**src/rtl/vlx_pkg.sv**
```systemverilog
// Shared definitions for the VLX bit packer/reader pair: FSM states,
// JPEG stuffing/marker bytes, buffer geometry and request normalisation.
package vlx_pkg;

  typedef enum logic [1:0] {
    ST_IDLE = 2'd0,
    ST_RUN  = 2'd1,
    ST_HALT = 2'd2
  } vlx_state_e;

  localparam logic [7:0]  MARKER_FF    = 8'hFF;
  localparam logic [7:0]  STUFF_00     = 8'h00;
  localparam logic [31:0] VLX_RST_ADDR = 32'h0383_c1d0;
  localparam int          BUF_W        = 32;
  localparam int          MAX_BITS     = 16;

  // A get-bits count of 0 or anything above MAX_BITS means a full 16-bit read.
  function automatic logic [4:0] norm_bits(input logic [4:0] n);
    return (n == 5'd0 || n > 5'(MAX_BITS)) ? 5'(MAX_BITS) : n;
  endfunction

endpackage

```
**src/rtl/vlx_bit_buffer.sv**
```systemverilog
// Right-aligned bit reservoir: bytes shift in at the LSB end, reads take the
// oldest bits first and are padded with 1s when the reservoir runs dry.
module vlx_bit_buffer
  import vlx_pkg::*;
(
  input  logic        clk_i,
  input  logic        rst_ni,
  input  logic        clr_i,
  input  logic        append_i,
  input  logic [7:0]  byte_i,
  input  logic        consume_i,
  input  logic [4:0]  num_i,
  output logic [5:0]  bit_cnt_o,
  output logic [15:0] bits_o
);

  logic [BUF_W-1:0]   bit_reg, bit_next;
  logic [5:0]         cnt_reg, cnt_next;
  logic [5:0]         cnt_after_read;
  logic [2*BUF_W-1:0] padded;
  logic [2*BUF_W-1:0] shifted;
  logic [6:0]         shamt;
  logic [16:0]        mask;

  // Trailing ones under the valid bits provide the padding for short reads.
  assign padded  = {bit_reg, {BUF_W{1'b1}}};
  assign shamt   = 7'(BUF_W) + {1'b0, cnt_reg} - {2'b00, num_i};
  assign shifted = padded >> shamt;
  assign mask    = (17'd1 << num_i) - 17'd1;
  assign bits_o  = shifted[15:0] & mask[15:0];

  assign bit_cnt_o = cnt_reg;

  always_comb begin
    cnt_after_read = cnt_reg;
    if (consume_i)
      cnt_after_read = (cnt_reg >= {1'b0, num_i}) ? cnt_reg - {1'b0, num_i} : 6'd0;
  end

  always_comb begin
    bit_next = bit_reg;
    cnt_next = cnt_after_read;
    if (clr_i) begin
      cnt_next = 6'd0;
    end else if (append_i) begin
      bit_next = {bit_reg[BUF_W-9:0], byte_i};
      cnt_next = cnt_after_read + 6'd8;
    end
  end

  always_ff @(posedge clk_i or negedge rst_ni) begin
    if (!rst_ni) begin
      bit_reg <= '0;
      cnt_reg <= 6'd0;
    end else begin
      bit_reg <= bit_next;
      cnt_reg <= cnt_next;
    end
  end

endmodule

```
**src/rtl/or1200_vlx_reader.sv**
```systemverilog
// VLX bit-stream reader: fetches entropy-coded bytes, strips FF 00 stuffing,
// halts on markers and serves 1..16 bits per get-bits instruction.
module or1200_vlx_reader
  import vlx_pkg::*;
#(
  parameter logic [31:0] RST_ADDR = VLX_RST_ADDR
) (
  input  logic        clk_i,
  input  logic        rst_ni,
  input  logic        get_bit_op_i,
  input  logic [4:0]  num_bits_i,
  input  logic        spr_cs,
  input  logic        spr_write,
  input  logic [1:0]  spr_addr,
  input  logic [31:0] spr_dat_i,
  output logic [31:0] spr_dat_o,
  output logic        stall_cpu_o,
  output logic [31:0] dat_o,
  output logic        done_o,
  output logic        rd_req_o,
  output logic [31:0] vlx_addr_o,
  input  logic        ack_i,
  input  logic [7:0]  rd_dat_i,
  output logic        marker_o
);

  vlx_state_e  state_reg, state_next;
  logic        rd_req_reg, rd_req_next;
  logic [31:0] addr_reg, addr_next;
  logic        ff_seen_reg, ff_seen_next;
  logic        marker_reg, marker_next;
  logic [7:0]  marker_byte_reg, marker_byte_next;
  logic [15:0] dat_reg;
  logic        done_reg;

  logic        addr_wr;
  logic        ack_ok;
  logic        append;
  logic        accept;
  logic [4:0]  n_eff;
  logic [5:0]  bit_cnt;
  logic [15:0] bits;
  logic        unused_spr_addr0;

  assign unused_spr_addr0 = spr_addr[0];
  assign addr_wr = spr_cs & spr_write & spr_addr[1];
  assign n_eff   = norm_bits(num_bits_i);
  // An address write restarts the stream, so an ack landing in that cycle is stale.
  assign ack_ok  = ack_i & rd_req_reg & (state_reg == ST_RUN) & ~addr_wr;
  assign append  = ack_ok & ~ff_seen_reg;
  assign accept  = get_bit_op_i &
                   ((state_reg == ST_HALT) |
                    ((state_reg == ST_RUN) & (bit_cnt >= {1'b0, n_eff})));

  vlx_bit_buffer u_buf (
    .clk_i     (clk_i),
    .rst_ni    (rst_ni),
    .clr_i     (addr_wr),
    .append_i  (append),
    .byte_i    (rd_dat_i),
    .consume_i (accept),
    .num_i     (n_eff),
    .bit_cnt_o (bit_cnt),
    .bits_o    (bits)
  );

  always_comb begin
    state_next       = state_reg;
    rd_req_next      = rd_req_reg;
    addr_next        = addr_reg;
    ff_seen_next     = ff_seen_reg;
    marker_next      = marker_reg;
    marker_byte_next = marker_byte_reg;
    if (addr_wr) begin
      state_next   = ST_RUN;
      addr_next    = spr_dat_i;
      ff_seen_next = 1'b0;
      marker_next  = 1'b0;
      rd_req_next  = 1'b0;
    end else if (state_reg == ST_RUN) begin
      if (ack_ok) begin
        rd_req_next = 1'b0;
        addr_next   = addr_reg + 32'd1;
        if (!ff_seen_reg) begin
          ff_seen_next = (rd_dat_i == MARKER_FF);
        end else if (rd_dat_i == STUFF_00) begin
          ff_seen_next = 1'b0;
        end else begin
          marker_next      = 1'b1;
          marker_byte_next = rd_dat_i;
          state_next       = ST_HALT;
        end
      end else if (!rd_req_reg && bit_cnt <= 6'd24) begin
        rd_req_next = 1'b1;
      end
    end
  end

  always_ff @(posedge clk_i or negedge rst_ni) begin
    if (!rst_ni) begin
      state_reg       <= ST_IDLE;
      rd_req_reg      <= 1'b0;
      addr_reg        <= RST_ADDR;
      ff_seen_reg     <= 1'b0;
      marker_reg      <= 1'b0;
      marker_byte_reg <= 8'h00;
      dat_reg         <= 16'h0000;
      done_reg        <= 1'b0;
    end else begin
      state_reg       <= state_next;
      rd_req_reg      <= rd_req_next;
      addr_reg        <= addr_next;
      ff_seen_reg     <= ff_seen_next;
      marker_reg      <= marker_next;
      marker_byte_reg <= marker_byte_next;
      done_reg        <= accept;
      if (accept)
        dat_reg <= bits;
    end
  end

  assign stall_cpu_o = get_bit_op_i & ~accept;
  assign dat_o       = {16'h0000, dat_reg};
  assign done_o      = done_reg;
  assign rd_req_o    = rd_req_reg;
  assign vlx_addr_o  = addr_reg;
  assign marker_o    = marker_reg;
  assign spr_dat_o   = spr_addr[1] ? addr_reg
                                   : {marker_byte_reg, 14'b0, 2'(state_reg),
                                      ff_seen_reg, 1'b0, bit_cnt};

endmodule
```
**config.mk**
```make
export PLATFORM = sky130hd
export DESIGN_NAME = or1200_vlx_reader
export DESIGN_NICKNAME = d
export VERILOG_FILES = /design/src/rtl/vlx_pkg.sv /design/src/rtl/vlx_bit_buffer.sv /design/src/rtl/or1200_vlx_reader.sv
export SDC_FILE = /design/constraint.sdc
export NUM_CORES = 1
export LEC_CHECK = 0
export BUFFER_PORTS_ARGS = -buffer_cell sky130_fd_sc_hd__buf_2
export CORE_MARGIN = 1.5
export CORE_UTILIZATION = 51
export CTS_CLUSTER_SIZE = 30
export DETAILED_ROUTE_END_ITERATION = 7
export PLACE_DENSITY = 0.77
export SKIP_CTS_REPAIR_TIMING = 1
export SLEW_MARGIN = 10
export SYNTH_ARGS = -nofsm -noshare
export SYNTH_HDL_FRONTEND = slang
export SYNTH_SLANG_ARGS = --single-unit
```
**constraint.sdc**
```tcl
create_clock -name clk_i -period 3 [get_ports clk_i]
set_clock_uncertainty 0.05 [all_clocks]
set_input_delay 0.15 -clock clk_i [delete_from_list [all_inputs] [get_ports clk_i]]
set_output_delay 0.15 -clock clk_i [all_outputs]
set_load 0.005 [all_outputs]
```
==> flow_summary.ini, run 1 <==
[synth]
netlist.area_leader.share_pct = 28.11
ys_ff_latch = 99
synth_edf_count = 0
synth_flop_cell = dfrtp_1
syn_avg_cell_area_um2 = 9.249
synthTopCellsByArea = dfrtp_1 (28%), mux2_2 (10%), nand2_1 (4.9%)
synth.distinct_cells = 76
synth_area_leader_cell = dfrtp_1
synth_cells = 847
yosysSeqAreaShare_pct = 31.80
synth_area_um2 = 7834
ys_async_sr_fraction_pct = 100.0
ys_warn_count = 0

[sta]
rsz0062_at_grt = yes
final-hold-violation-count = 1
fin_hold_ws_ns = -0.002831
finalCritPeriodShare_pct = 112.9
slew_violations = 0
setup_violations = 16
worst_pin_slew_ns = 0.7329
max_slew_margin_pct = 50.69
fmax_mhz = 295.2
setup_tns_ns = -3.767
worst_slack_ns = -0.3873
period_needed_ns = 3.387

[detailed_routing]
wl_met1_mm = 10.57
drt-initial-drc-count = 717
vias = 8032
routed-wl-met3_mm = 1.900
detail_route.vias_per_cell = 6.026
route.met2.wl_mm = 12.36
dr.pass1.iters = 5
routed_wl_mm = 25.97
top_layer_used = met4
ant_nets = 0
drc = 0
post_drt_wl_per_cell_um = 19.48

[clocking]
root_buffer = clkbuf_16
cts_buffers = 9
cts_buffer_depth = 2
clk_pin_slew_ns = 0.07
cts_sinks = 99
cts-htree-levels = 3
clock_latency_ns = 0.37
tritoncts = yes

[floorplanning]
die_x_um = 126.9
row_count = 45
die-area_um2 = 16110
die_h_um = 126.9
coreArea_um2 = 15090
io_pins = 153
start_util_pct = 51.92

[setup_path]
path_class = in -> reg
worst_setup_path_end_kind = flip-flop
arrival_ns = 3.59
worstPathMaxFanout = 7
worstPathRequired_ns = 3.20
start_kind = input pin

[place]
place_area_um2 = 9666
dp.final_hpwl_mm = 18.00
place.gp.congestion = 1.014
port-buffer-count = 135

[power]
total_power_mw = 15.55
ir_worst_vdd_v = 0.0008108
power_leakage_nw = 4.930
power.density_nw_per_um2 = 1433

[layout]
diodes = 0
final_cell_area_um2 = 10850
fillers = 1106
multi_input_area_um2 = 5216
seqCellArea_um2 = 2491
nets = 1213
drive_gt1_share_pct = 42.53
mostFrequentLayoutCell = buf_4
final_cell_mix = buf_4 (143), buf_2 (134), nand2_1 (98)
syn_to_final_growth_pct = 38.51

[grt]
antenna_found_initial = 0
grt_max_degree = 72
grt_pass1_vias = 7253
track_usage_pct = 30.11
grt_pass1_wl_mm = 38.34
overflow = 0

[status]
status = finished, violations left
violations = negative hold slack, negative setup slack

[run]
drv_cap = 0

[hold_path]
hp-class = in -> reg
==> stage by stage <==
step / worst slack, ns / std cells / utilization (%)
6_report: -0.3873 / 1333 / 71.91
5_1_grt: -0.4651 / 1333 / 71.91
4_1_cts: -0.4621 / 1275 / 66.09
3_5_place_dp: -0.8181 / 1259 / 64.05
3_3_place_gp: -0.7398 / 1259 / 64.05
2_1_floorplan: -0.5086 / 862 / -
==> layer usage <==
layer | vias to the layer above | track usage (%)
met5 | - | 0
met4 | 0 | 12.23
met3 | 89 | 6.326
met2 | 406 | 48.08
met1 | 3884 | 40.01
li1 | 3653 | -
==> cell families after synthesis <==
logic type,count (synthesis),share of synthesized area (%)
simple gates,285,17.76
compound gates,184,15.76
mux,120,19.37
flops,99,31.80
buf+inv,92,6.341
xor+xnor,46,5.239
fa+ha+maj,20,3.674
other cells,1,0.04787
==> power by group <==
part           leakage, nW  internal (mW)  total [mW]  switching (mW)
registers             1.21           1.82        2.46           0.634
clock network        0.151          0.680        1.23           0.547
logic                 3.57           6.14        11.9            5.73
total                 4.93           8.64        15.6            6.91
==> critical path, cell delays in order <==
cell and delay (ns):
buf_8 0.10, nor3_4 0.18, nand2b_1 0.11, ha_4 0.31, nand2b_4 0.14, ha_4 0.21
ha_4 0.16, fa_2 0.67, buf_12 0.17, mux4_2 0.52, mux2i_2 0.22, nor2_1 0.08
a211oi_1 0.23, o21ai_1 0.09, a32o_1 0.25
==> layout make-up <==
class                   count  share of cell area [%]
inverters                  22                  0.7841
well taps                 188                   2.168
clock inverters             5                  0.5996
clock buffers              11                   2.237
repair buffers            337                   23.18
multi-input cells         671                   48.07
flip-flops and latches     99                   22.96
==> worst paths after layout <==
check                                    from             end  slack, ns  depth (start not counted)
setup / recovery                num_bits_i[2]      dat_reg[3]      -0.39                         15
hold / removal                  spr_dat_i[31]  vlx_addr_o[31]     -0.003                          3
setup reg to reg           u_buf.bit_cnt_o[0]      dat_reg[3]      -0.29                         12
hold reg to reg                    dat_reg[6]      dat_reg[6]       0.41                          2
max in group asynchronous              rst_ni  vlx_addr_o[24]       1.94                          3
min in group asynchronous              rst_ni     dat_reg[12]       0.22                          2
==> cell usage after synthesis (all sizes together), types with 17 or more instances <==
cell    instances
nand2         102
dfrtp          88
mux2           74
o21ai          59
nor2           56
buf            46
mux2i          29
xnor2          27
clkbuf         24
a21oi          23
inv            22
and2           21
nor3           20
nand3          19
xor2           19
mux4           17
No activity file was read; power rests on OpenSTA's default activity.
==> inputs of run 2 (changes only) <==
Settings changed: CORE_ASPECT_RATIO set to 1.4, TNS_END_PERCENT set to 10.
==> run 2 against run 1 <==
- the flow still finishes with violations (negative hold slack, negative setup slack)
- register-to-register slack improved by 0.08 ns
- critical path depth did not move
- global-route usage barely moved
- via count fell by 3.3%
- largest power group unchanged
==> flow_summary.ini, run 2 (synthesis results as in run 1) <==
[grt]
track_usage_pct = 30.15
antenna_found_initial = 0
grt_pass1_vias = 7343
grt_pass1_wl_mm = 37.83
overflow = 0
grt_max_degree = 84

[sta]
max_slew_margin_pct = 30.53
finalCritPeriodShare_pct = 109.1
final-hold-violation-count = 75
period_needed_ns = 3.272
fmax_mhz = 305.7
slew_violations = 0
setup_tns_ns = -2.627
rsz0062_at_grt = yes
fin_hold_ws_ns = -0.06853
setup_violations = 15
worst_pin_slew_ns = 1.042
worst_slack_ns = -0.2716

[setup_path]
worstPathMaxFanout = 5
path_buf_inv = 5
path_class = in -> reg
cp_cell_sequence = buf_8 -> nor3_4 -> nand2b_1 -> ha_4 -> nor2b_4 -> ha_4 -> inv_1 -> buf_4 -> fa_2 -> clkbuf_16 -> inv_1 -> mux2i_1 -> nor3_1 -> or4_1 -> a32o_1
crit_family = simple AND/OR/NAND/NOR gates
cpPeakStageDelay_ns = 0.64
start_kind = input pin
slowest_stage = fa_2
worstPathRequired_ns = 3.19
worst_setup_path_end_kind = flip-flop
arrival_ns = 3.46

[layout]
drive_gt1_share_pct = 41.47
multi_input_area_um2 = 5251
seqCellArea_um2 = 2491
nets = 1182
syn_to_final_growth_pct = 34.24
fillers = 1163
diodes = 0
mostFrequentLayoutCell = buf_4
stdcell_count = 1306
final_cell_mix = buf_4 (133), buf_2 (132), nand2_1 (101)

[run]
drv_cap = 0

[floorplanning]
die_h_um = 149.6
row_count = 53
die_x_um = 107.7
io_pins = 153
start_util_pct = 52.27
die-area_um2 = 16120
coreArea_um2 = 14990

[status]
status = finished, violations left
violations = negative hold slack, negative setup slack

[detailed_routing]
vias = 7767
drc = 0
ant_nets = 0
post_drt_wl_per_cell_um = 19.41
routed_wl_mm = 25.35
detail_route.vias_per_cell = 5.947
dr.pass1.iters = 5
drt-initial-drc-count = 498

[power]
power.density_nw_per_um2 = 1396
ir_worst_vdd_v = 0.0008021
power_leakage_nw = 4.736

[clocking]
cts_sinks = 99
clk_pin_slew_ns = 0.07
root_buffer = clkbuf_16
cts_buffer_depth = 2
cts_buffers = 9
tritoncts = yes
cts-htree-levels = 3
clock_latency_ns = 0.35

[place]
port-buffer-count = 135
place.gp.congestion = 0.9882
post-place-cells = 1251
dp.final_hpwl_mm = 18.33

[hold_path]
hp-class = in -> async
==> run 2: changes by cell type in the layout (fill, tap and decap cells not counted), moves of 3 or more <==
cell / before / now
dlygate4sd3_1: 32 / 27
o21ai_0: 50 / 53
nand2_2: 4 / 0
buf_6: 14 / 5
buf_12: 8 / 5
buf_4: 143 / 133
o21ai_1: 9 / 5
nand2_1: 98 / 101
==> run 2: area by class of cell <==
class                           count  share of cell area [%]
Multi-Input combinational cell    671                   49.93
Inverter                           22                  0.8209
Sequential cell                    99                   23.69
Clock buffer                       11                   2.308
Tap cell                          192                   2.284
Clock inverter                      5                  0.3688
Timing Repair Buffer              306                   20.59
==> run 2: routing by layer <==
metal	part of all wire [%]	global-route usage, %	vias to the layer above
li1	-	-	3593
met1	38	35.43	3733
met2	51	52.20	343
met3	4.9	3.920	98
met4	6.2	17.89	0
met5	0	0	-
==> run 2: path summary, 6_finish.rpt <==
path	cells after the start	start	end	slack [ns]
worst max register to register	11	u_buf.bit_cnt_o[0]	dat_reg[15]	-0.21
worst max-delay path	15	num_bits_i[0]	dat_reg[15]	-0.27
max in group asynchronous	2	rst_ni	dat_reg[11]	2.22
worst min-delay path	1	rst_ni	u_buf.bit_reg[15]	-0.07
min in group clk_i	3	spr_dat_i[26]	vlx_addr_o[26]	-0.04
worst min register to register	2	dat_reg[11]	dat_reg[11]	0.43
==> run 2: power by group <==
group / total [mW] / internal, mW / switching [mW] / leakage, nW
Combinational: 11.1 / 5.59 / 5.50 / 3.39
Clock: 1.13 / 0.591 / 0.543 / 0.136
Sequential: 2.45 / 1.82 / 0.624 / 1.21
Total: 14.7 / 8.01 / 6.67 / 4.74
==> run 2: stage by stage <==
step | power [mW] | util, % | instance area [um2] | worst slack (ns) | hold WS, ns
finish | 14.68 | 70.17 | 10520 | -0.2716 | -0.06853
global route | 15.54 | 70.17 | 10520 | -0.3573 | 0.005387
CTS | 13.24 | 65.40 | 9802 | -0.5294 | -0.04921
detailed placement | 12.05 | 63.52 | 9520 | -0.8598 | 0.3095
global placement | 11.93 | 63.52 | 9520 | -0.7682 | 0.3028
floorplan | 8.188 | - | 7994 | -0.5117 | -0.1956
==> inputs of run 3 (changes only) <==
Settings changed: BUFFER_PORTS_ARGS -buffer_cell sky130_fd_sc_hd__buf_2 to -buffer_cell sky130_fd_sc_hd__buf_4, CORE_UTILIZATION 51 to 53, PLACE_DENSITY 0.77 to 0.76.
Clock period 3 ns to 3.05 ns, I/O delays scaled along.
==> run 3 against run 2 <==
- the flow still finishes with violations (negative hold slack, negative setup slack)
- highest routed layer unchanged
- register-to-register slack gained 0.09 ns
- via count grew 1.5%
- global-route usage grew 1.9 points
- power shrank 3.5%
- critical path type unchanged
- die area shrank 3.7%
- clock-buffer cell count shrank 2
- design area grew 1.9%
- cell count grew 0.15%
- combinational power shrank 5%
- worst hold slack gained 0.026 ns
==> flow_summary.ini, run 3 (synthesis results as in run 1) <==
[sta]
max_slew_margin_pct = 46.57
worst_slack_ns = -0.2746
fin_hold_ws_ns = -0.04244
finalCritPeriodShare_pct = 109.0
worst_pin_slew_ns = 0.8014
setup_violations = 16
fmax_mhz = 300.8
final-hold-violation-count = 1
slew_violations = 0
period_needed_ns = 3.325
rsz0062_at_grt = yes

[hold_path]
worstHoldEndpoint = vlx_addr_o[6]
min_path_cells = 3
min_from = spr_dat_i[6]
hp-class = in -> reg

[setup_path]
arrival_ns = 3.52
timing.rr.start = u_buf.bit_cnt_o[0]
path_class = in -> reg
worstPathMaxFanout = 5
start_kind = input pin
worstRegToRegCells = 12
worst_setup_path_end_kind = flip-flop
worstPathRequired_ns = 3.25
ff2ff_setup_slack_ns = -0.12
regToRegEndpoint = dat_reg[1]

[clocking]
cts_sinks = 99
root_buffer = clkbuf_16
tritoncts = yes
cts_buffer_depth = 2
clk_pin_slew_ns = 0.09
cts-htree-levels = 3
clock_latency_ns = 0.35
cts_buffers = 9

[grt]
grt_pass1_vias = 7554
overflow = 0
antenna_found_initial = 0
grt_max_degree = 62
grt_pass1_wl_mm = 39.36
track_usage_pct = 32.04

[layout]
stdcell_count = 1308
finalCoreUtilization_pct = 74.19
seqCellArea_um2 = 2491
mostFrequentLayoutCell = buf_4
fillers = 1071
drive_gt1_share_pct = 39.14
multi_input_area_um2 = 5070
final_cell_mix = buf_4 (267), nand2_1 (100), dfrtp_1 (88)
nets = 1187
diodes = 0
syn_to_final_growth_pct = 36.78
final_cell_area_um2 = 10720

[place]
post-place-cells = 1250
place.gp.congestion = 0.9456
place_area_um2 = 9867
port-buffer-count = 135
dp.final_hpwl_mm = 18.81

[detailed_routing]
vias = 7884
drc = 0
post_drt_wl_per_cell_um = 20.09
ant_nets = 0
routed_wl_mm = 26.28
detail_route.vias_per_cell = 6.028
drt-initial-drc-count = 439
dr.pass1.iters = 7

[floorplanning]
die_x_um = 105.8
die-area_um2 = 15530
start_util_pct = 54.24
row_count = 52
io_pins = 153
coreArea_um2 = 14440
die_h_um = 146.9

[power]
ir_worst_vdd_v = 0.0006852
power.density_nw_per_um2 = 1321
power_leakage_nw = 4.797
total_power_mw = 14.16

[status]
status = finished, violations left
violations = negative hold slack, negative setup slack

[run]
drv_cap = 0
-- run 3: cell types whose count changed in the layout (fill, tap and decap cells not counted), moves of 3 or more --
| cell | delta |
|---|---|
| buf_2 | -132 |
| a21oi_2 | -3 |
| buf_4 | +134 |
| dlygate4sd3_1 | +5 |
-- run 3: how the worst max path moves through the flow --
stage,startpoint,to,depth (start not counted)
after detailed placement,num_bits_i[0],dat_reg[1],15
after floorplan,num_bits_i[1],dat_reg[1],14
final,num_bits_i[2],dat_reg[1],15
after global placement,num_bits_i[0],dat_reg[2],16
after global routing,num_bits_i[2],dat_reg[3],16
after CTS,num_bits_i[0],dat_reg[2],16
-- run 3: power by group --
group          internal [mW]  switching [mW]  leakage (nW)
clock                  0.585           0.602         0.146
sequential              1.79           0.641          1.21
combinational           5.36            5.17          3.44
total                   7.74            6.42          4.80
-- run 3: final cells by class --
cell class              count  share of cell area [%]
clock buffers               9                   2.102
clock inverters             7                  0.7473
inverters                  22                  0.7707
multi-input cells         671                   47.31
flip-flops and latches     99                   23.25
well taps                 189                   2.207
repair buffers            311                   23.61
-- run 3: metal layers --
metal	share of wire [%]	GRT usage [%]	wire length, um
met5	0	0	0
met4	6.5	18.78	1717
met3	6.3	5.634	1645
met2	50	55.97	13190
met1	37	36.44	9722
-- run 3: worst max-delay path, cell delays in order --
cell,delay (ns)
buf_8,0.10
nor3_4,0.17
nand2b_1,0.12
ha_4,0.31
nand2b_4,0.14
ha_4,0.21
ha_4,0.16
fa_2,0.64
buf_6,0.14
clkbuf_16,0.14
mux4_2,0.48
mux2i_1,0.20
mux2i_1,0.11
a211o_1,0.26
a22o_1,0.18
-- run 3: metrics by stage --
| stage | worst slack, ns | TNS [ns] |
|---|---|---|
| 3_5_place_dp | -0.6543 | -10.13 |
| 6_report | -0.2746 | -2.922 |
| 3_3_place_gp | -0.5839 | -9.017 |
| 5_1_grt | -0.3994 | -5.404 |
| 2_1_floorplan | -0.4642 | -5.769 |
| 4_1_cts | -0.2960 | -3.484 |
